--- src/rtl/range_gate_sampler.sv ---
// Range-gate capture: skips a programmable number of ADC samples after a trigger, then
// averages groups of 2^AVG_LOG2 samples into tagged 16-bit FIFO words. Option: RGS_OFFSET_BINARY_EN.
module range_gate_sampler #(
   parameter int SAMPLE_W = 14,
   parameter int AVG_LOG2 = 2,
   parameter int DEPTH    = 120,
   parameter int DELAY_W  = 8
) (
   input  logic                mainclk,
   input  logic                rstb,
   input  logic                trigger,
   input  logic [DELAY_W-1:0]  gate_delay,
   input  logic [SAMPLE_W-1:0] adc_data,
   input  logic                adc_valid,
   input  logic                fifo_full,
   output logic                fifo_wr_en,
   output logic [15:0]         fifo_data,
   output logic                busy,
   output logic                done,
   output logic                overflow,
   output logic [1:0]          state_dbg
);

   localparam int         ACC_W    = SAMPLE_W + AVG_LOG2;
   localparam logic [3:0] GRP_LAST = 4'((1 << AVG_LOG2) - 1);
   localparam logic [7:0] DEPTH_C  = 8'(DEPTH);

   typedef enum logic [1:0] {S_IDLE, S_DELAY, S_ACCUM, S_DONE} state_t;

   state_t               state_q, state_d;
   logic                 trig_q, trig_prev_q;
   logic [DELAY_W-1:0]   dly_cnt_q, dly_cnt_d;
   logic [3:0]           grp_cnt_q, grp_cnt_d;
   logic [7:0]           word_cnt_q, word_cnt_d;
   logic [1:0]           seq_q, seq_d;
   logic [ACC_W-1:0]     acc_q, acc_d;
   logic                 wr_en_q, wr_en_d;
   logic [15:0]          data_q, data_d;
   logic                 ovf_q, ovf_d;

   logic                 trig_edge;
   logic [ACC_W-1:0]     sample_ext;
   logic [ACC_W-1:0]     sum;
   logic [SAMPLE_W-1:0]  avg;
`ifdef RGS_OFFSET_BINARY_EN
   logic signed [SAMPLE_W-1:0] sample_s;
`endif

   // Trigger passes through an input register; the edge is taken between that register and its previous value.
   assign trig_edge = trig_q & ~trig_prev_q;

   always_comb begin
`ifdef RGS_OFFSET_BINARY_EN
      sample_s   = {~adc_data[SAMPLE_W-1], adc_data[SAMPLE_W-2:0]};
      sample_ext = ACC_W'(sample_s);
      sum        = acc_q + sample_ext;
      avg        = SAMPLE_W'($signed(sum) >>> AVG_LOG2);
`else
      sample_ext = ACC_W'(adc_data);
      sum        = acc_q + sample_ext;
      avg        = SAMPLE_W'(sum >> AVG_LOG2);
`endif
   end

   // fifo_wr_en is a push-only strobe: fifo_full is sampled on the same edge that forms the word;
   // a full FIFO drops the word and sets the sticky overflow flag, the capture never stalls.
   always_comb begin
      state_d    = state_q;
      dly_cnt_d  = dly_cnt_q;
      grp_cnt_d  = grp_cnt_q;
      word_cnt_d = word_cnt_q;
      seq_d      = seq_q;
      acc_d      = acc_q;
      wr_en_d    = 1'b0;
      data_d     = data_q;
      ovf_d      = ovf_q;
      case (state_q)
         S_IDLE: begin
            if (trig_edge) begin
               state_d    = S_DELAY;
               dly_cnt_d  = gate_delay;
               ovf_d      = 1'b0;
               word_cnt_d = 8'd0;
               seq_d      = 2'd0;
               acc_d      = '0;
               grp_cnt_d  = 4'd0;
            end
         end
         S_DELAY: begin
            if (dly_cnt_q == '0) begin
               state_d = S_ACCUM;
            end else if (adc_valid) begin
               dly_cnt_d = dly_cnt_q - DELAY_W'(1);
               if (dly_cnt_q == DELAY_W'(1)) state_d = S_ACCUM;
            end
         end
         S_ACCUM: begin
            if (word_cnt_q == DEPTH_C) begin
               state_d = S_DONE;
            end else if (adc_valid) begin
               if (grp_cnt_q == GRP_LAST) begin
                  data_d     = {seq_q, avg[13:0]};
                  wr_en_d    = ~fifo_full;
                  ovf_d      = ovf_q | fifo_full;
                  acc_d      = '0;
                  grp_cnt_d  = 4'd0;
                  seq_d      = seq_q + 2'd1;
                  word_cnt_d = word_cnt_q + 8'd1;
               end else begin
                  acc_d     = sum;
                  grp_cnt_d = grp_cnt_q + 4'd1;
               end
            end
         end
         S_DONE:  state_d = S_IDLE;
         default: state_d = S_IDLE;
      endcase
   end

   always_ff @(posedge mainclk or negedge rstb) begin
      if (!rstb) begin
         state_q     <= S_IDLE;
         trig_q      <= 1'b0;
         trig_prev_q <= 1'b0;
         dly_cnt_q   <= '0;
         grp_cnt_q   <= 4'd0;
         word_cnt_q  <= 8'd0;
         seq_q       <= 2'd0;
         acc_q       <= '0;
         wr_en_q     <= 1'b0;
         data_q      <= 16'd0;
         ovf_q       <= 1'b0;
      end else begin
         state_q     <= state_d;
         trig_q      <= trigger;
         trig_prev_q <= trig_q;
         dly_cnt_q   <= dly_cnt_d;
         grp_cnt_q   <= grp_cnt_d;
         word_cnt_q  <= word_cnt_d;
         seq_q       <= seq_d;
         acc_q       <= acc_d;
         wr_en_q     <= wr_en_d;
         data_q      <= data_d;
         ovf_q       <= ovf_d;
      end
   end

   assign fifo_wr_en = wr_en_q;
   assign fifo_data  = data_q;
   assign overflow   = ovf_q;
   assign busy       = (state_q == S_DELAY) || (state_q == S_ACCUM);
   assign done       = (state_q == S_DONE);
   assign state_dbg  = state_q;

endmodule
--- config.mk ---
export PLATFORM = sky130hd
export DESIGN_NAME = range_gate_sampler
export DESIGN_NICKNAME = d
export VERILOG_FILES = /design/src/rtl/range_gate_sampler.sv
export SDC_FILE = /design/constraint.sdc
export NUM_CORES = 1
export LEC_CHECK = 0
export ABC_AREA = 1
export CORE_MARGIN = 2
export CORE_UTILIZATION = 54
export DETAILED_ROUTE_END_ITERATION = 8
export GPL_TIMING_DRIVEN = 0
export HOLD_SLACK_MARGIN = 0.02
export PLACE_DENSITY_LB_ADDON = 0.3
export SYNTH_ARGS = -nofsm -noshare
export SYNTH_HDL_FRONTEND = slang
export SYNTH_SLANG_ARGS = --single-unit
--- constraint.sdc ---
create_clock -name mainclk -period 1.9 [get_ports mainclk]
set_input_delay 0.38 -clock mainclk [delete_from_list [all_inputs] [get_ports mainclk]]
set_output_delay 0.38 -clock mainclk [all_outputs]
set_load 0.005 [all_outputs]
=== After elaboration in Yosys (flattened, before gate mapping) ===
Index checks and enable logic that the tools add are counted.

* Flip-flop bits (word level): 60
* Output and inout bits: 22
* Logic and storage cells: 85
* Input port bits: 27

* Bitwise operators: 5
* Muxes and demuxes: 39
* $add $sub $neg: 5
* Reduce and logical (&&, ||, !) cells: 10
* Equal/unequal tests: 15

{| class="wikitable"
|+ Operator list
! operator !! count
|-
| $mux W16 || 4
|-
| $mux W8 || 7
|-
| $pmux W16 S2 || 1
|-
| $pmux W8 S2 || 2
|-
| $mux W2 || 9
|-
| $add A16 B14 Y16 || 1
|-
| $mux W4 || 4
|-
| $reduce_and A4 Y1 || 4
|-
| $ne A2 B2 Y1 const B || 7
|-
| $add A8 B1 Y8 const B || 1
|-
| $eq A8 B1 Y1 const B || 1
|-
| $eq A8 B7 Y1 const B || 1
|-
| $logic_not A8 Y1 || 1
|-
| $mux W1 || 8
|-
| $pmux W2 S4 || 1
|-
| $pmux W4 S2 || 1
|-
| $sub A8 B1 Y8 const B || 1
|-
| $ne A3 B3 Y1 const B || 2
|-
| $reduce_and A5 Y1 || 1
|-
| $add A4 B1 Y4 const B || 1
|-
| $eq A2 B2 Y1 const B || 2
|-
| $eq A4 B2 Y1 const B || 1
|-
| $pmux W2 S2 || 1
|-
| $reduce_bool A2 Y1 || 2
|-
| 8 further kinds || 10
|}

=== Depth between registers and ports, before layout ===
* Depth after elaboration: 5
* Mapped depth: 11
* Mapped depth without buffers: 11

=== Worst setup path after synthesis ===
OpenSTA, ideal clock, no wires.

* Path kind: input-to-reg
* Start: input adc_data[0]
* End: register acc_q[8]
* Buffers on the path: 0
* Setup slack: 0.173 ns
* Setup time: 0.116 ns
* Stages on the path: 10
* Data required time: 1.784 ns
* Data arrival time: 1.611 ns
* Cell sequence: ha_1 fa_1 nand2_1 nand2_1 and2_1 nand2_1 nand2_1 xor2_1 nand2_1 nand2_1

* Longest elaborated chain between the ends: 5

{| class="wikitable"
|+ Ends and longest elaborated chain
! item !! line !! text
|-
| start: declaration || 13 || <nowiki>input logic [SAMPLE_W-1:0] adc_data,</nowiki>
|-
| $add A16 B14 Y16 || 60 || <nowiki>sum = acc_q + sample_ext;</nowiki>
|-
| $mux W16 || 101 || <nowiki>if (grp_cnt_q == GRP_LAST) begin</nowiki>
|-
| $mux W16 || 100 || <nowiki>end else if (adc_valid) begin</nowiki>
|-
| $mux W16 || 98 || <nowiki>if (word_cnt_q == DEPTH_C) begin</nowiki>
|-
| $pmux W16 S2 || 77 || <nowiki>case (state_q)</nowiki>
|-
| end signal: assignment || 129 || <nowiki>acc_q <= '0;</nowiki>
|-
| end signal: assignment || 141 || <nowiki>acc_q <= acc_d;</nowiki>
|-
| end: declaration || 36 || <nowiki>logic [ACC_W-1:0] acc_q, acc_d;</nowiki>
|}

Every way passes these cells. The select of a mux whose other input is x is not followed.
A chain may end at the register's enable or synchronous reset.

=== Worst setup path in the final report ===
* Start: input adc_data[0]
* End: register data_q[12], in the netlist fifo_data[12]

* Longest elaborated chain between the ends: 1

{| class="wikitable"
|+ Ends and longest elaborated chain
! item !! line !! text
|-
| $add A16 B14 Y16 || 60 ||
|-
| end signal: assignment || 143 || <nowiki>data_q <= data_d;</nowiki>
|-
| end: declaration || 38 || <nowiki>logic [15:0] data_q, data_d;</nowiki>
|}

Every way passes these cells.

==> impl_metrics.yaml <==
outcome:
  status: "finished clean"
die:
  die_h_um: 87.4
  start_util_pct: 55.6
  pin_count: 49
  die_area_mm2: 0.00764
  core_mm2: 0.00676
  chipWidth_um: 87.4
  num_rows: 30
drt:
  drt_iter0_markers: 151
  postRouteAntennaNets: 0
  drc_errors: 0
  vias_per_cell: 5.10
  num_vias: 3389
  wl_mm: 8.49
  wire_per_inst_um: 12.8
  drtPass1Iterations: 4
sta:
  fin_crit_sh_pct: 95.3
  hold_ws_ns: 0.0725
  hold_viol_final: 0
  skew_ns: 0.00956
  worst_pin_slew_ns: 0.713
  max_slew_margin_pct: 52.5
  setup_tns_ns: 0
  rsz0062_at_grt: "no"
  period_needed_ns: 1.81
  layout_setup_ws_ns: 0.0891
  setup_viol_count_final: 0
  fmax_mhz: 552
  slew_viol_final: 0
critical_path:
  start_kind: "input port"
  critPathTopFamily: "simple AND/OR/NAND/NOR gates"
  worstSetupPathType: "in -> reg"
  crit_path_end_kind: "flip-flop"
  crit_path_top_delay_cell: "clkdlybuf4s50_1"
  max_stage_delay_ns: 0.41
  crit_arrival_ns: 2.05
  path_buf_inv: 1
  cp_common_cell: "nand2_1"
  cp_data_required_time_ns: 2.14
  cp_max_fo: 3
  path_cells: "clkdlybuf4s50_1 > ha_2 > fa_2 > nand2_1 > nand2_1 > nand3b_1 > nand2_2 > nand2_2 > nand3_1 > nand3_1 > nand2_1"
synth:
  postSynth.asyncResetShare_pct: 100
  synth_top_family_by_area: "simple AND/OR/NAND/NOR gates"
  synth_flop_cell: "dfrtp_1"
  synth_edf_count: 0
  avgSynthCellArea_um2: 7.28
  synth-seq-cells: 60
  synth_compound_area_share_pct: 5.30
  yosysUniqueCellTypes: 31
  synth_mux_area_share_pct: 0.267
  yosys.area.top_type: "dfrtp_1"
  syn_nets: 568
  synth.most_common_cell: "nand2_1"
  synth_top_area_share_pct: 40.0
  yosys-top-cells-count: "nand2_1, dfrtp_1, inv_1"
  synth.yosys.warnings: 0
  synth_area_mm2: 0.00375
  synth_cells: 516
  synth-xor-area-share_pct: 3.73
  yosys.area_share.simple_pct: 33.9
  synthTopCellsByArea: "dfrtp_1, nand2_1, ha_1, inv_1, nand3_1"
  yosys.area_share.adder_pct: 8.53
  seq_area_frac_synth_pct: 40.0
pwr:
  leakage_nw: 2.50
  ir_worst_vdd_v: 0.00110
  finalPower_mw: 5.85
  power_density_mw_per_mm2: 1260
clock_tree:
  cts.clk_slew.worst_paths_ns: 0.08
  cts_root_buf: "clkbuf_8"
  clk_latency_ns: 0.36
  htree_num_levels: 3
  cts_buffers: 9
  cts_tree: "yes"
  hold_buffers: 0
  clockBufferDepth: 2
  cts_sinks: 60
place:
  dp.final_hpwl_mm: 6.14
  place_congestion: 0.858
  placement.io_buffers: 48
  postPlaceCellArea_mm2: 0.00435
  place_ws_ns: -0.423
  dp.cells: 645
cells_and_area:
  finalInstanceArea_mm2: 0.00463
  drive_gt1_share_pct: 9.08
  synthToLayoutAreaGrowth_pct: 23.2
  fill_cells: 573
  finalNetCount: 631
  final_core_util_pct: 68.5
  antenna_cells: 0
  stdcell_count: 664
flow_run:
  drv_cap: 0
grt:
  overflow: 0
  antenna_found_initial: 0
  grt_pass1_vias: 3217
  grt_max_degree: 32
  grt_usage_pct: 24.0
  grt_pass1_wl_mm: 14.2
worst_hold_path:
  min_path_type: "in -> async"
[cells by family after synthesis]
| kind of cell | Yosys count |
|---|---|
| adders and majority gates | 25 |
| xor gates and xnor gates | 16 |
| muxes | 1 |
| buffers and inverters | 72 |
| AOI/OAI and AO/OA | 37 |
| DFF | 60 |
| and+or+nand+nor | 305 |
[sequential cells by signal, summed over array words and instances (netlist names)]
signal,cells
fifo_wr_en,1
fifo_data,16
state_dbg,2
overflow,1
dly_cnt_q,8
seq_q,2
trig_q,1
trig_prev_q,1
word_cnt_q,8
grp_cnt_q,4
acc_q,16
[layer usage]
metal	up-vias	part of all wire [%]	global-route usage, %
li1	1736	-	-
met1	1576	44	28.8
met2	61	51	42.0
met3	16	4.0	4.64
met4	0	1.8	9.65
met5	-	0	0
[timing repair]
action	4_1_cts	5_1_grt
pin swaps	0	1
resized for setup	3	9
buffers inserted	2	1
endpoints found under the setup margin	8	11
[area by class of cell]
type / instances / area (µm²) / area share, %
Buffer: 11 / 83.8 / 1.81
Sequential cell: 60 / 1500 / 32.5
Tap cell: 80 / 100 / 2.16
Timing Repair Buffer: 52 / 515 / 11.1
Multi-Input combinational cell: 384 / 1970 / 42.6
Clock buffer: 9 / 124 / 2.68
Clock inverter: 7 / 101 / 2.19
Inverter: 61 / 229 / 4.95
[report_power, final]
part	switching (mW)	total, mW	internal, mW
clock	0.570	1.31	0.744
sequential	0.224	1.82	1.59
combinational	1.65	2.72	1.07
total	2.45	5.85	3.40
[worst register-to-register path, cell delays in order, from the launching register on]
cell and delay [ns]:
dfrtp_1 0.39, ha_2 0.20, fa_2 0.36, nand2_1 0.08, nand2_1 0.07, nand3b_1 0.10, nand2_2 0.10, nand2_2 0.09
nand3_1 0.09, nand3_1 0.11, nand2_1 0.06
[cell usage in the layout, fill, tap and decap left out, types with 4 or more instances in the layout]
cell type        count
nor2_1              25
nor3_1               5
clkbuf_8             9
nand2_1            214
buf_2                5
clkdlybuf4s50_1     45
ha_1                23
a21oi_1             11
inv_1               59
nand4_1              4
o21ai_0             17
buf_6                4
nand3_1             35
buf_4                5
nand3b_1             6
dfrtp_1             60
o21ai_1              5
xor2_1              14
nand2_2              6
[worst paths after layout]
path / startpoint / depth (start not counted) / endpoint / slack, ns
max: adc_data[0] / 11 / fifo_data[12]$_DFFE_PN0P_ / 0.09
min: rstb / 1 / overflow$_DFFE_PN0P_ / 0.07
max reg2reg: acc_q[0]$_DFFE_PN0P_ / 10 / fifo_data[12]$_DFFE_PN0P_ / 0.14
min reg2reg: trig_q$_DFF_PN0_ / 0 / trig_prev_q$_DFF_PN0_ / 0.40
max in group asynchronous: rstb / 2 / acc_q[12]$_DFFE_PN0P_ / 1.22
min in group mainclk: trig_q$_DFF_PN0_ / 0 / trig_prev_q$_DFF_PN0_ / 0.40
No activity file was read; power rests on OpenSTA's default activity.
